**config.mk**
```make
export PLATFORM = sky130hd
export DESIGN_NAME = trace_stream_arbiter
export DESIGN_NICKNAME = d
export VERILOG_FILES = /design/src/rtl/trace_stream_arbiter.sv
export SDC_FILE = /design/constraint.sdc
export NUM_CORES = 1
export LEC_CHECK = 0
export CAP_MARGIN = 15
export CORE_MARGIN = 3
export CORE_UTILIZATION = 55
export DETAILED_ROUTE_END_ITERATION = 8
export GPL_ROUTABILITY_DRIVEN = 0
export PLACE_DENSITY = 0.82
export SLEW_MARGIN = 20
export SYNTH_ARGS = -nofsm -noshare
export SYNTH_HDL_FRONTEND = slang
export SYNTH_SLANG_ARGS = --single-unit
```
**constraint.sdc**
```tcl
create_clock -name clk -period 9.75 [get_ports clk]
set_input_delay 2.925 -clock clk [delete_from_list [all_inputs] [get_ports clk]]
set_output_delay 2.925 -clock clk [all_outputs]
set_load 0.005 [all_outputs]
```
**src/rtl/trace_stream_arbiter.sv**
```systemverilog
// trace_stream_arbiter: round-robin arbiter between a register-write (GRF) and
// a memory-write (DM) trace requester, serialising each granted record one
// character per handshake as "^<time>@<pc>: $<reg> <= <data>#" or
// "^<time>@<pc>: *<addr> <= <data>#".
// Optional build macro TRACE_NEWLINE_EN appends a newline character after '#'.
module trace_stream_arbiter #(
   parameter int unsigned TIME_STEP = 1
) (
   input  logic        clk,
   input  logic        reset,
   input  logic        grf_valid,
   output logic        grf_ready,
   input  logic [31:0] grf_pc,
   input  logic [4:0]  grf_reg,
   input  logic [31:0] grf_data,
   input  logic        dm_valid,
   output logic        dm_ready,
   input  logic [31:0] dm_pc,
   input  logic [31:0] dm_addr,
   input  logic [31:0] dm_data,
   output logic [7:0]  char_out,
   output logic        char_valid,
   input  logic        char_ready,
   output logic        busy
);

   typedef enum logic [4:0] {
      S_IDLE, S_CARET, S_TIME, S_AT, S_PC, S_COLON, S_SP1, S_TAG, S_ID,
      S_SP2, S_LT, S_EQ, S_SP3, S_DATA, S_HASH, S_NL
   } state_t;

   state_t      r_state, w_next_state;
   logic [2:0]  r_idx, w_next_idx;
   logic        r_is_dm;
   logic        r_last_dm;
   logic [31:0] r_pc, r_id, r_data;
   logic [13:0] r_time;

   logic        w_take, w_done, w_accept;
   logic        w_grant_grf, w_grant_dm;
   logic [3:0]  w_t_d3, w_t_d2, w_t_d1, w_t_d0, w_t_digit;
   logic [1:0]  w_t_start;
   logic [3:0]  w_r_tens, w_r_ones;
   logic        w_r_start;
   logic [14:0] w_time_sum;
   logic [13:0] w_time_next;

   function automatic logic [3:0] nib(input logic [31:0] v, input logic [2:0] i);
      logic [31:0] s;
      s = v << {i, 2'b00};
      return s[31:28];
   endfunction

   function automatic logic [7:0] hex_chr(input logic [3:0] n);
      return (n < 4'd10) ? (8'h30 + {4'h0, n}) : (8'h57 + {4'h0, n});
   endfunction

   function automatic logic [7:0] dec_chr(input logic [3:0] d);
      return 8'h30 + {4'h0, d};
   endfunction

   // r_last_dm set means DM was served last, so GRF wins a tie
   assign w_grant_grf = grf_valid & (~dm_valid | r_last_dm);
   assign w_grant_dm  = dm_valid & (~grf_valid | ~r_last_dm);
   assign w_accept    = grf_ready | dm_ready;

   assign char_valid  = (r_state != S_IDLE);
   assign busy        = (r_state != S_IDLE);
   assign w_take      = char_valid & char_ready;

   assign w_t_d3 = 4'(r_time / 14'd1000);
   assign w_t_d2 = 4'((r_time / 14'd100) % 14'd10);
   assign w_t_d1 = 4'((r_time / 14'd10) % 14'd10);
   assign w_t_d0 = 4'(r_time % 14'd10);
   assign w_t_start = (w_t_d3 != 4'd0) ? 2'd0 :
                      (w_t_d2 != 4'd0) ? 2'd1 :
                      (w_t_d1 != 4'd0) ? 2'd2 : 2'd3;

   assign w_r_tens  = 4'(r_id[4:0] / 5'd10);
   assign w_r_ones  = 4'(r_id[4:0] % 5'd10);
   assign w_r_start = (w_r_tens == 4'd0);

   assign w_time_sum  = {1'b0, r_time} + 15'(TIME_STEP);
   assign w_time_next = (w_time_sum >= 15'd10000) ? 14'(w_time_sum - 15'd10000)
                                                  : w_time_sum[13:0];

   // selected decimal digit of the time stamp (index 0 = thousands)
   always_comb begin
      w_t_digit = w_t_d0;
      case (r_idx[1:0])
         2'd0:    w_t_digit = w_t_d3;
         2'd1:    w_t_digit = w_t_d2;
         2'd2:    w_t_digit = w_t_d1;
         default: w_t_digit = w_t_d0;
      endcase
   end

   // next-state, digit index, character and grant decode
   always_comb begin
      w_next_state = r_state;
      w_next_idx   = r_idx;
      char_out     = '0;
      grf_ready    = 1'b0;
      dm_ready     = 1'b0;
      w_done       = 1'b0;
      case (r_state)
         S_IDLE: begin
            grf_ready = reset & w_grant_grf;
            dm_ready  = reset & w_grant_dm;
            if (w_grant_grf | w_grant_dm) w_next_state = S_CARET;
         end
         S_CARET: begin
            char_out = "^";
            if (w_take) begin
               w_next_state = S_TIME;
               w_next_idx   = {1'b0, w_t_start};
            end
         end
         S_TIME: begin
            char_out = dec_chr(w_t_digit);
            if (w_take) begin
               if (r_idx[1:0] == 2'd3) w_next_state = S_AT;
               else                    w_next_idx   = r_idx + 3'd1;
            end
         end
         S_AT: begin
            char_out = "@";
            if (w_take) begin
               w_next_state = S_PC;
               w_next_idx   = '0;
            end
         end
         S_PC: begin
            char_out = hex_chr(nib(r_pc, r_idx));
            if (w_take) begin
               if (r_idx == 3'd7) w_next_state = S_COLON;
               w_next_idx = r_idx + 3'd1;
            end
         end
         S_COLON: begin
            char_out = ":";
            if (w_take) w_next_state = S_SP1;
         end
         S_SP1: begin
            char_out = " ";
            if (w_take) w_next_state = S_TAG;
         end
         S_TAG: begin
            char_out = r_is_dm ? "*" : "$";
            if (w_take) begin
               w_next_state = S_ID;
               w_next_idx   = r_is_dm ? 3'd0 : {2'b00, w_r_start};
            end
         end
         S_ID: begin
            if (r_is_dm) char_out = hex_chr(nib(r_id, r_idx));
            else         char_out = dec_chr(r_idx[0] ? w_r_ones : w_r_tens);
            if (w_take) begin
               if ((r_is_dm && r_idx == 3'd7) || (!r_is_dm && r_idx == 3'd1)) begin
                  w_next_state = S_SP2;
                  w_next_idx   = '0;
               end else begin
                  w_next_idx = r_idx + 3'd1;
               end
            end
         end
         S_SP2: begin
            char_out = " ";
            if (w_take) w_next_state = S_LT;
         end
         S_LT: begin
            char_out = "<";
            if (w_take) w_next_state = S_EQ;
         end
         S_EQ: begin
            char_out = "=";
            if (w_take) w_next_state = S_SP3;
         end
         S_SP3: begin
            char_out = " ";
            if (w_take) begin
               w_next_state = S_DATA;
               w_next_idx   = '0;
            end
         end
         S_DATA: begin
            char_out = hex_chr(nib(r_data, r_idx));
            if (w_take) begin
               if (r_idx == 3'd7) w_next_state = S_HASH;
               w_next_idx = r_idx + 3'd1;
            end
         end
         S_HASH: begin
            char_out = "#";
`ifdef TRACE_NEWLINE_EN
            if (w_take) w_next_state = S_NL;
`else
            if (w_take) begin
               w_next_state = S_IDLE;
               w_done       = 1'b1;
            end
`endif
         end
`ifdef TRACE_NEWLINE_EN
         S_NL: begin
            char_out = 8'h0A;
            if (w_take) begin
               w_next_state = S_IDLE;
               w_done       = 1'b1;
            end
         end
`endif
         default: w_next_state = S_IDLE;
      endcase
   end

   // state and digit-index register
   always_ff @(posedge clk) begin
      if (!reset) begin
         r_state <= S_IDLE;
         r_idx   <= '0;
      end else begin
         r_state <= w_next_state;
         r_idx   <= w_next_idx;
      end
   end

   // latch granted fields; update time stamp and pointer at end of record
   always_ff @(posedge clk) begin
      if (!reset) begin
         r_is_dm   <= 1'b0;
         r_last_dm <= 1'b1;
         r_pc      <= '0;
         r_id      <= '0;
         r_data    <= '0;
         r_time    <= '0;
      end else begin
         if (w_accept) begin
            r_is_dm <= dm_ready;
            r_pc    <= dm_ready ? dm_pc   : grf_pc;
            r_id    <= dm_ready ? dm_addr : {27'd0, grf_reg};
            r_data  <= dm_ready ? dm_data : grf_data;
         end
         if (w_done) begin
            r_time    <= w_time_next;
            r_last_dm <= r_is_dm;
         end
      end
   end

endmodule
```
==> impl_metrics.yaml <==
run_status:
  outcome: "complete, no violations"
pwr:
  power_density_nw_per_um2: 129
  vdd_drop_max_v: 0.000130
  p_leak_nw: 4.91
  finalPower_mw: 1.82
detailed_routing:
  drc: 0
  final_antenna_net_count: 0
  wire_per_inst_um: 19.0
  drt_iter0_drc: 1300
  wl_um: 37000
  num_vias: 12700
  vias_per_cell: 6.52
  drtPass1Iterations: 6
cts:
  clk_pin_slew_ns: 0.06
  worst_skew_pair.late_latency_ns: 0.42
  clockBufferDepth: 2
  cts_tree: "done"
  cts.sinks: 119
  htree_levels: 4
  cts-root-buf: "clkbuf_16"
  cts_buffers: 17
placed_design:
  pre_cts_slack_ns: 0.205
  dp.final_hpwl_um: 26500
  place_area_um2: 13300
  numPortBuffers: 180
synthesis:
  yosys_warnings: 0
  ys_seq_area_share_pct: 20.9
  yosysMostFrequentCell: "nand2_1"
  yosys.area.top_type: "dfxtp_1"
  async_flop_share_pct: 0
  synth_area_leaders: "dfxtp_1 21%, nand2_1 7.8%, nor2_1 5.7%, a311oi_1 5.5%, mux4_2 4.7%"
  ys_seq_elements: 119
  synth_edf_count: 0
  synth.top_cell.area_share_pct: 20.9
  ys.flop_type: "dfxtp_1"
  ys_types: 111
  syn_area_per_cell_um2: 7.42
  synth_commonest_cells: "237 x nand2_1, 174 x nor2_1, 119 x dfxtp_1"
  syn_nets: 1728
  syn-cell-area_um2: 11400
  syn_inst: 1534
die:
  die_h_um: 150
  io_pins: 182
  start_util_pct: 57.2
  rows: 51
  die_w_um: 150
  core-area_um2: 19900
  die_area_um2: 22500
timing:
  setup_slack_ns: 0.319
  finClkSkew_ns: 0.0161
  min_period_ns: 9.43
  worstMarginPinSlew_ns: 1.12
  slew_headroom_pct: 25.3
  rsz0062_at_grt: "yes"
  whs_ns: 0.480
  slew_violations: 0
  finalSetupViolations: 0
  hold_violations: 0
  timing.fmax_mhz: 106
  period_share_pct: 96.7
critical_path:
  reg2reg_slack_ns: 3.67
  path_buf_inv: 3
  critical_path.top_delay_family: "compound AO/OA/AOI/OAI gates"
  required_ns: 6.83
  endpoint_kind: "output pin"
  reg2reg_to: "r_idx[1]$_SDFFE_PN0P_"
  reg2reg_depth: 25
  crit_top_cell: "or3_1"
  cp_max_fo: 23
  r2r_start: "r_time[10]$_SDFFE_PN0P_"
  crit_path_start_kind: "flip-flop"
  critPathKind: "reg2out"
  slowest_stage: "clkdlybuf4s50_1"
  slowest_delay_ns: 0.54
  arrival_ns: 6.51
  path_cells: "o211a_1 -> or3_1 -> a32o_2 -> a2111oi_0 -> o21bai_2 -> and2_2 -> nor2_4 -> a311oi_2 -> o32ai_2 -> a21o_4 -> inv_2 -> buf_4 -> or3_1 -> nand3_1 -> o41ai_4 -> xnor2_1 -> ha_1 -> or4b_1 -> o211ai_1 -> o21ai_0 -> o21ai_1 -> clkdlybuf4s50_1"
global_routing:
  grtUsageMet1_pct: 39.0
  grt-ovfl-total: 0
  gr-max-usage-layer: "met2"
  grt_usage_pct: 31.6
  use_met3_pct: 5.97
  grt_pass1_wl_um: 58300
  grt_antenna_before_repair: 0
  grt_pass1_vias: 11900
  grt_use_met2_pct: 53.2
  grt_max_degree: 117
final_layout:
  fin_area_um2: 14100
  fin_util_pct: 70.8
  nNetsFinal: 1859
  drive_gt1_share_pct: 12.1
  area_growth_pct: 23.8
min_path:
  hp-class: "reg2reg"
  min_from: "r_pc[1]$_SDFFE_PN0P_"
  holdPathStages: 2
  min_to: "r_pc[1]$_SDFFE_PN0P_"
run:
  maxCapViolCount: 0
metal layers:
layer	wire length [um]	part of all wire [%]	vias up
met4	1250	3.4	0
li1	-	-	5986
met5	0	0	-
met2	18200	49	654
met3	2990	8.1	104
met1	14600	39	5940
worst max-delay path by stage:
stage	start	endpoint	depth (start not counted)
2_1_floorplan	r_time[10]$_SDFFE_PN0P_	char_out[3]	24
3_3_place_gp	r_time[12]$_SDFFE_PN0P_	char_out[3]	24
3_5_place_dp	r_time[10]$_SDFFE_PN0P_	char_out[2]	24
4_1_cts	r_time[10]$_SDFFE_PN0P_	char_out[2]	24
5_1_grt	r_time[12]$_SDFFE_PN0P_	char_out[3]	23
6_report	r_time[10]$_SDFFE_PN0P_	char_out[3]	22
stage by stage:
stage / cells / TNS, ns
global placement: 1905 / 0
detailed placement: 1905 / 0
finish: 1944 / 0
CTS: 1936 / 0
floorplan: 1534 / 0
global route: 1942 / -0.0679
registers in the layout (all words and copies together), names as in the netlist:
| signal | count |
|---|---|
| r_state | 4 |
| r_is_dm | 1 |
| r_last_dm | 1 |
| r_pc | 32 |
| r_id | 32 |
| r_idx | 3 |
| r_time | 14 |
| r_data | 32 |
report_power, final:
part	switching (mW)	total, mW	internal, mW
Combinational	0.319	0.610	0.291
Sequential	0.0915	0.651	0.559
Clock	0.231	0.560	0.329
Total	0.641	1.82	1.18
cells by family after synthesis:
logic type	Yosys count	share of synthesized area [%]
muxes	56	7.83
and+or+nand+nor	628	25.4
adders and majority gates	28	2.99
xor gates and xnor gates	61	4.76
DFF	119	20.9
AOI/OAI and AO/OA	482	31.6
other	1	0.0329
buffers and inverters	159	6.53
placed cells by master, fill, tap and decap left out, drive strengths merged, types with 27 or more instances in the layout:
cell type,count
nor2,175
buf,53
nand3,40
a22oi,31
dfxtp,119
clkdlybuf4s50,180
inv,37
o21ai,72
a21oi,86
nand2,237
a31oi,27
a311oi,73
nor3,33
xnor2,47
nor2b,28
cell type report:
cell class                      instances  area (um2)
Fill cell                            1608        5810
Tap cell                              265         332
Antenna cell                            2        5.00
Clock inverter                         11        77.6
Multi-Input combinational cell       1256        8470
Clock buffer                           20         447
Timing Repair Buffer                  233        2220
Sequential cell                       119        2400
Inverter                               38         149
worst reg2reg max path: stages (launching register included):
cell and delay (ns):
dfxtp_4 0.43, o211a_1 0.26, or3_1 0.40, a32o_2 0.34
a31oi_1 0.20, o31ai_1 0.10, buf_4 0.19, or3_1 0.39
a31o_1 0.28, o22ai_4 0.17, buf_6 0.19, xnor2_1 0.14
o41ai_2 0.31, a221o_1 0.30, inv_4 0.11, xnor2_1 0.16
a2bb2oi_1 0.17, o211ai_1 0.28, a31oi_1 0.14, xnor2_1 0.25
ha_1 0.30, nand3_1 0.10, nor2_1 0.04, o31ai_1 0.41
a211o_1 0.21, a31oi_1 0.08
timing repair:
item,4_1_cts,5_1_grt
setup buffers,0,6
gates resized for setup,10,38
hold buffers,0,0
pin swaps,0,10
cloned,0,0
setup endpoints to repair,3,4
No activity file was read; power rests on OpenSTA's default activity.
